<file path="config.mk">
export PLATFORM = sky130hd
export DESIGN_NAME = seg_scan_ctrl
export DESIGN_NICKNAME = d
export VERILOG_FILES = /design/src/rtl/seg_pkg.sv /design/src/rtl/seg_hex_decode.sv /design/src/rtl/seg_scan_ctrl.sv
export SDC_FILE = /design/constraint.sdc
export NUM_CORES = 1
export LEC_CHECK = 0
export CORE_UTILIZATION = 50
export DETAILED_ROUTE_END_ITERATION = 10
export PLACE_DENSITY = 0.76
export SYNTH_ARGS = -nofsm -noshare
export SYNTH_HDL_FRONTEND = slang
export SYNTH_HIERARCHICAL = 1
export SYNTH_SLANG_ARGS = --single-unit
</file>
<file path="constraint.sdc">
create_clock -name clk -period 2.6 [get_ports clk]
set_clock_uncertainty 0.2 [all_clocks]
set_input_delay 0.52 -clock clk [delete_from_list [all_inputs] [get_ports clk]]
set_output_delay 0.52 -clock clk [all_outputs]
set_load 0.02 [all_outputs]
</file>
<file path="src/rtl/seg_pkg.sv">
// seg_pkg: shared seven-segment types, active-low off levels and hex glyph table.
package seg_pkg;

    typedef logic [6:0] seg_pattern_t;

    localparam seg_pattern_t SEG_OFF = 7'h7F;
    localparam logic [7:0]   AN_OFF  = 8'hFF;

    localparam seg_pattern_t HEX_LUT [16] = '{
        7'h40, 7'h79, 7'h24, 7'h30, 7'h19, 7'h12, 7'h02, 7'h78,
        7'h00, 7'h10, 7'h08, 7'h03, 7'h46, 7'h21, 7'h06, 7'h0E
    };

endpackage

</file>
<file path="src/rtl/seg_hex_decode.sv">
// seg_hex_decode: combinational hex nibble to active-low segment pattern, with blank override.
module seg_hex_decode
    import seg_pkg::*;
(
    input  logic [3:0]   nibble,
    input  logic         blank,
    output seg_pattern_t pattern
);

    assign pattern = blank ? SEG_OFF : HEX_LUT[nibble];

endmodule

</file>
<file path="src/rtl/seg_scan_ctrl.sv">
// seg_scan_ctrl: multiplexed seven-segment scanner with frame-synchronous double buffering,
// leading-zero blanking, anode guard interval and frame-done pulse.
module seg_scan_ctrl
    import seg_pkg::*;
#(
    parameter int N_DIGITS = 4,
    parameter int SCAN_DIV = 131072,
    parameter int GUARD    = 1024
) (
    input  logic                  clk,
    input  logic                  rst,
    input  logic                  enable,
    input  logic                  load,
    input  logic [4*N_DIGITS-1:0] data_in,
    input  logic [N_DIGITS-1:0]   dp_in,
    input  logic                  blank_lz,
    output logic [6:0]            seg,
    output logic                  dp,
    output logic [N_DIGITS-1:0]   an,
    output logic                  frame_done
);

    localparam int PW = $clog2(SCAN_DIV);
    localparam int IW = N_DIGITS > 1 ? $clog2(N_DIGITS) : 1;

    logic [PW-1:0]           pc_q, pc_d;
    logic [IW-1:0]           idx_q, idx_d;
    logic [4*N_DIGITS-1:0]   pend_data_q, pend_data_d, act_data_q, act_data_d;
    logic [N_DIGITS-1:0]     pend_dp_q, pend_dp_d, act_dp_q, act_dp_d;
    logic                    pv_q, pv_d;
    seg_pattern_t            seg_q, seg_d;
    logic                    dp_q, dp_d;
    logic [N_DIGITS-1:0]     an_q, an_d;
    logic                    fd_q, fd_d;
    logic                    tick, boundary, commit, lit, blank_nib;
    logic [3:0]              nib;
    seg_pattern_t            pat;

    always_comb begin
        tick        = enable && pc_q == PW'(SCAN_DIV - 1);
        boundary    = tick && idx_q == IW'(N_DIGITS - 1);
        commit      = boundary && pv_q;
        pc_d        = !enable ? pc_q : tick ? '0 : pc_q + 1'b1;
        idx_d       = !tick ? idx_q : boundary ? '0 : idx_q + 1'b1;
        // commit takes the pre-edge pending copy; a coincident load re-arms pv
        act_data_d  = commit ? pend_data_q : act_data_q;
        act_dp_d    = commit ? pend_dp_q : act_dp_q;
        pend_data_d = load ? data_in : pend_data_q;
        pend_dp_d   = load ? dp_in : pend_dp_q;
        pv_d        = load || (pv_q && !commit);
        lit         = enable && pc_q >= PW'(GUARD);
        nib         = act_data_q[{idx_q, 2'b00} +: 4];
        blank_nib   = blank_lz && idx_q != '0 && (act_data_q >> {idx_q, 2'b00}) == '0;
        seg_d       = pat;
        an_d        = lit ? ~(N_DIGITS'(1) << idx_q) : AN_OFF[N_DIGITS-1:0];
        dp_d        = lit ? ~act_dp_q[idx_q] : 1'b1;
        fd_d        = boundary;
    end

    seg_hex_decode u_dec (
        .nibble  (nib),
        .blank   (blank_nib || !lit),
        .pattern (pat)
    );

    always_ff @(posedge clk) begin
        if (rst) begin
            pc_q        <= '0;
            idx_q       <= '0;
            pend_data_q <= '0;
            pend_dp_q   <= '0;
            act_data_q  <= '0;
            act_dp_q    <= '0;
            pv_q        <= 1'b0;
            seg_q       <= SEG_OFF;
            dp_q        <= 1'b1;
            an_q        <= AN_OFF[N_DIGITS-1:0];
            fd_q        <= 1'b0;
        end else begin
            pc_q        <= pc_d;
            idx_q       <= idx_d;
            pend_data_q <= pend_data_d;
            pend_dp_q   <= pend_dp_d;
            act_data_q  <= act_data_d;
            act_dp_q    <= act_dp_d;
            pv_q        <= pv_d;
            seg_q       <= seg_d;
            dp_q        <= dp_d;
            an_q        <= an_d;
            fd_q        <= fd_d;
        end
    end

    assign seg        = seg_q;
    assign dp         = dp_q;
    assign an         = an_q;
    assign frame_done = fd_q;

endmodule

</file>
; ---- Word level (Yosys, flattened, before mapping)
; Memory sizes are Yosys's and may differ from the RTL's. A register that Yosys moved wholly into a read port is not among the register bits.
; Index checks and enable logic that the tools add are counted.
[totals]
memories = 1
latch_bits = 0
ff_bits = 66
mem_bits_ro = 112
out_inout_bits = 13
input_bits = 25
mem_bits_rw = 0
[memory_table]
columns = memory, words, word_bits, read_ports, rd_clocked_by_memory_dff, wr, line
row1 = (no name shown), 16, 7, 1, 1, 0, seg_hex_decode.sv:10  ; assign pattern = blank ? SEG_OFF : HEX_LUT[nibble];
[classes]
reduce_logical = 15
div_mod_pow = 0
muxes = 4
n_eq_ne = 2
n_lt_le_gt_ge = 2
n_addsub = 2
mul = 0
shift = 3
n_bitwise = 4
[op_table]
columns = op, count
row1 = $add 17x1->17 const B, 1
row2 = $eq 17x17->1 const B, 1
row3 = $ge 17x11->1 const B, 1
row4 = $mux 17, 1
row5 = $logic_not 16->1, 1
row6 = $shiftx 16x5->4, 1
row7 = $shr 16x4->16, 1
row8 = $logic_and 1x1->1, 7
row9 = $not 4->5, 1
row10 = $not 4->4, 1
row11 = $reduce_or 2->1, 2
row12 = $shl 1x2->4 const A, 1
row13 = $lt 2x3->1 const B, 1
row14 = $add 2x1->2 const B, 1
row15 = $bmux 1 s2, 1
row16 = $eq 2x2->1 const B, 1
row17 = $logic_not 1->1, 2
row18 = $logic_or 1x1->1, 2
row19 = $mux 2, 1
row20 = $not 1->1, 2
row21 = $reduce_bool 2->1, 1
row22 = $mux 1, 1

; ---- Logic depth before layout (Yosys ltp)
[logic_depth]
depth_word = 7
ltp_mapped = 11
depth_no_buf = 9

; ---- By module
; The synthesis kept the hierarchy.
[modules_own_cells]
columns = module, cells_per_inst, area_each_um2, n_inst, seq_area_each_um2
row1 = seg_scan_ctrl, 313, 2887.8, 1, 1461.4
row2 = seg_hex_decode, 35, 299.0, 1, 0.0

; ---- Least setup slack after synthesis
; OpenSTA, ideal clock, no wires.
[synth_timing]
path_kind = flip-flop to flip-flop
start = register idx_q[0]
end = register seg_q[1], in the netlist seg[1]
n_path_buf = 1
arrival_time_ns = 2.288
path_stages_with_launch = 8
t_required_ns = 2.277
setup_ns = 0.123
path_slack_ns = -0.012
path_cell_list = dfxtp_1 > buf_6 > mux4_2 > inv_1 > ha_1 > or2_2 > a311o_1 > or2_2
[synth_lines]
columns = item, line
row1 = "start, declared", seg_scan_ctrl.sv:27  ; logic [IW-1:0] idx_q, idx_d;
row2 = "start signal, assigned", seg_scan_ctrl.sv:81  ; idx_q <= idx_d;
row3 = $shiftx 16x5->4, seg_scan_ctrl.sv:52  ; nib = act_data_q[{idx_q, 2'b00} +: 4];
row4 = via nib[0], seg_scan_ctrl.sv:36  ; logic [3:0] nib;
row5 = $not 4->5 (not written as such), seg_hex_decode.sv:10
row6 = "end, declared", seg_scan_ctrl.sv:31  ; seg_pattern_t seg_q, seg_d;
; The timed path passes the listed nets, and every way through them passes these cells.
; A chain may end at the register's enable or synchronous reset.

; ---- Worst setup path in the final report
[layout_timing]
start = register idx_q[1]
end = register seg_q[1], in the netlist seg[1]
; The elaborated chain is that of the path after synthesis.

==> results.cfg <==
[synth]
synth_mux_area_frac = 0.1237
synth_warnings = 6
syn_area_mm2 = 0.003187
avgSynthCellArea_um2 = 9.157
ys_ff_latch = 73
yosys.area.top_type = dfxtp_1
synth_nets = 387
synth_top_area_share = 0.4586
synthCells = 348
ys_seq_area_frac = 0.4586
synth_area_leaders = dfxtp_1, mux2i_1, nand2_1
synthAdderAreaFrac = 0.05497
synth_top_family_by_area = simple AND/OR/NAND/NOR gates
synth-compound-area-share = 0.08284
synth_xor_area_frac = 0.02473
synth_cell_types = 39
synth-simple-area-share = 0.2097

[floorplanning]
dieArea_mm2 = 0.006697
die_y_um = 81.84
start_util = 0.5289
die_x_um = 81.84
core_area_mm2 = 0.006026
pin_count = 38
fp-row-count = 28

[detailed_routing]
wl_um = 5855
wire_per_inst_um = 12.46
ant_nets = 0
firstDrtPassIters = 4
routed_via_density = 5.209
first_iter_violations = 94
vias = 2448
drcViolationCount = 0

[power_and_ir_drop]
internal_power_mw = 1.736
leakagePower_nw = 1.498
p_sw_mw = 0.4902
p_per_area_mw_per_mm2 = 573.1
power_frac_comb = 0.047
p_clk_frac = 0.435
pwr-share-seq = 0.518
peakVddDrop_mv = 0.3742
sw_frac_of_total = 0.2202

[grt]
grt_pass1_wl_um = 10270
gr-usage-all-layers = 0.2044
antenna_found_initial = 0
grt_pass1_vias = 2278
grt.overflow.total = 0
grt_max_degree = 41

[timing]
rsz0062_at_grt = no
timing.fmax_mhz = 401.0
finalWorstPathRequiredPeriod_ps = 2494
min_period_over_period = 0.9591
worstMarginPinSlew_ps = 388.8
finalHoldWorstSlack_ps = 255.2
slew_headroom = 0.7408
setup_viol = 0
maxSlewViolCount = 0
hold_violations = 0
setup-tns-final_ps = 0

[clock_tree]
cts_buffers = 9
root_buffer = clkbuf_8
insertion_delay_ps = 350
clock_path_buffers = 2
clock_sinks = 73
clk_pin_slew_worst_paths_ps = 70
cts_tree = done
h-tree-depth = 3

[worst_setup_path]
crit_type = reg2reg
arrival_ps = 2530
worstPathRequired_ps = 2640
critPathMaxFanout = 10
cp-end-kind = flop
start_kind = flop
ff2ff_setup_slack_ps = 110

[final_layout]
final_nets = 429
final_cell_mix = dfxtp_1, nand2_1, nor2_1
multi_input_area_mm2 = 0.001580
final_common_cell = dfxtp_1
seq_area_mm2 = 0.001463
area_growth_pct = 21.87
nFillCells = 503
final_layout_size_suffix_gt1_frac = 0.1215
diodes = 0

[placement]
gp_routability_congestion = 0.7940
dp_hpwl_um = 4093
port_buffers = 37

[min_path]
hp-class = reg2reg

[outcome]
status = complete, no violations

[run]
maxCapViolations = 0
-- per-layer routing --
metal / global-route usage / routed length (um) / vias to the layer above
met4: 0.1018 / 87 / 0
met3: 0.05333 / 194 / 8
met5: 0 / 0 / -
met2: 0.3190 / 2676 / 46
li1: - / - / 1272
met1: 0.2607 / 2896 / 1122
-- layout make-up --
cell class,instances,share of cell area
clock inverters,7,0.02448
flip-flops and latches,73,0.3766
inverters,8,0.007732
repair buffers,53,0.1282
multi-input cells,245,0.4069
well taps,75,0.02416
clock buffers,9,0.03189
-- cells in the mapped netlist (all sizes together) --
| library cell | instances |
|---|---|
| clkbuf | 17 |
| o221ai | 1 |
| nor4 | 4 |
| a221o | 2 |
| ha | 14 |
| a311o | 1 |
| mux2i | 24 |
| and4 | 3 |
| or3 | 4 |
| nand3 | 8 |
| or4 | 2 |
| nand2b | 4 |
| inv | 8 |
| and3 | 2 |
| mux2 | 3 |
| o211ai | 3 |
| buf | 5 |
| xnor2 | 1 |
| nand3b | 1 |
| o22ai | 1 |
| or2 | 8 |
| nor2 | 38 |
| a32oi | 2 |
| mux4 | 5 |
| nand4 | 5 |
| nor2b | 3 |
| xor2 | 8 |
| nor3 | 4 |
| nand2 | 58 |
| dfxtp | 73 |
| and3b | 1 |
| o21ai | 4 |
| a211o | 1 |
| a21oi | 30 |
-- power by group through the flow --
| stage | logic [mW] | clock network [mW] | registers (mW) |
|---|---|---|---|
| 3_5_place_dp | 0.106 | 0 | 1.18 |
| 5_1_grt | 0.116 | 1.04 | 1.15 |
| 2_1_floorplan | 0.0581 | 0 | 1.17 |
| 6_report | 0.105 | 0.969 | 1.15 |
| 4_1_cts | 0.106 | 0.993 | 1.15 |
| 3_3_place_gp | 0.103 | 0 | 1.18 |
-- state kept, by name, indices dropped and copies added, names as in the netlist --
register,flops
act_data_q,16
pc_q,17
an,4
pend_data_q,16
pend_dp_q,4
pv_q,1
idx_q,2
act_dp_q,4
seg,7
frame_done,1
dp,1
-- worst max-delay path: stages (launching register included) --
cell,delay [ps]
dfxtp_1,540
mux4_2,440
inv_2,90
ha_1,220
or2_2,310
a311o_1,320
or2_2,270
-- stage by stage --
step             util  area [um2]  total power, mW  std cells  setup WS [ps]
3_5_place_dp   0.6080        3664            1.284        454          36.17
5_1_grt        0.6445        3884            2.309        470          10.34
3_3_place_gp   0.6080        3664            1.281        454          111.0
6_report       0.6445        3884            2.226        470          106.4
4_1_cts        0.6443        3882            2.251        470          21.51
2_1_floorplan       -        3187            1.233        348          5.789
-- cell families (layout without fill, tap and decap cells) --
family,Yosys count,after routing
and+or+nand+nor,145,145
DFF,73,73
AOI/OAI and AO/OA,45,45
muxes,32,32
buffers and inverters,30,77
adders and majority gates,14,14
xor gates and xnor gates,9,9
-- path summary, 6_finish.rpt --
kind,from,to,depth (start not counted)
worst min-delay path,act_dp_q[0],act_dp_q[0],2
worst max register to register,idx_q[1],seg[1],6
worst min register to register,act_dp_q[0],act_dp_q[0],2
worst max-delay path,idx_q[1],seg[1],6
-- repair_timing --
item	4_1_cts	5_1_grt
hold buffers	0	0
gates resized for setup	0	1
setup buffers	0	0
hold endpoints to repair	0	0
endpoints found under the setup margin	0	7
(Power assumes the default switching activity.)
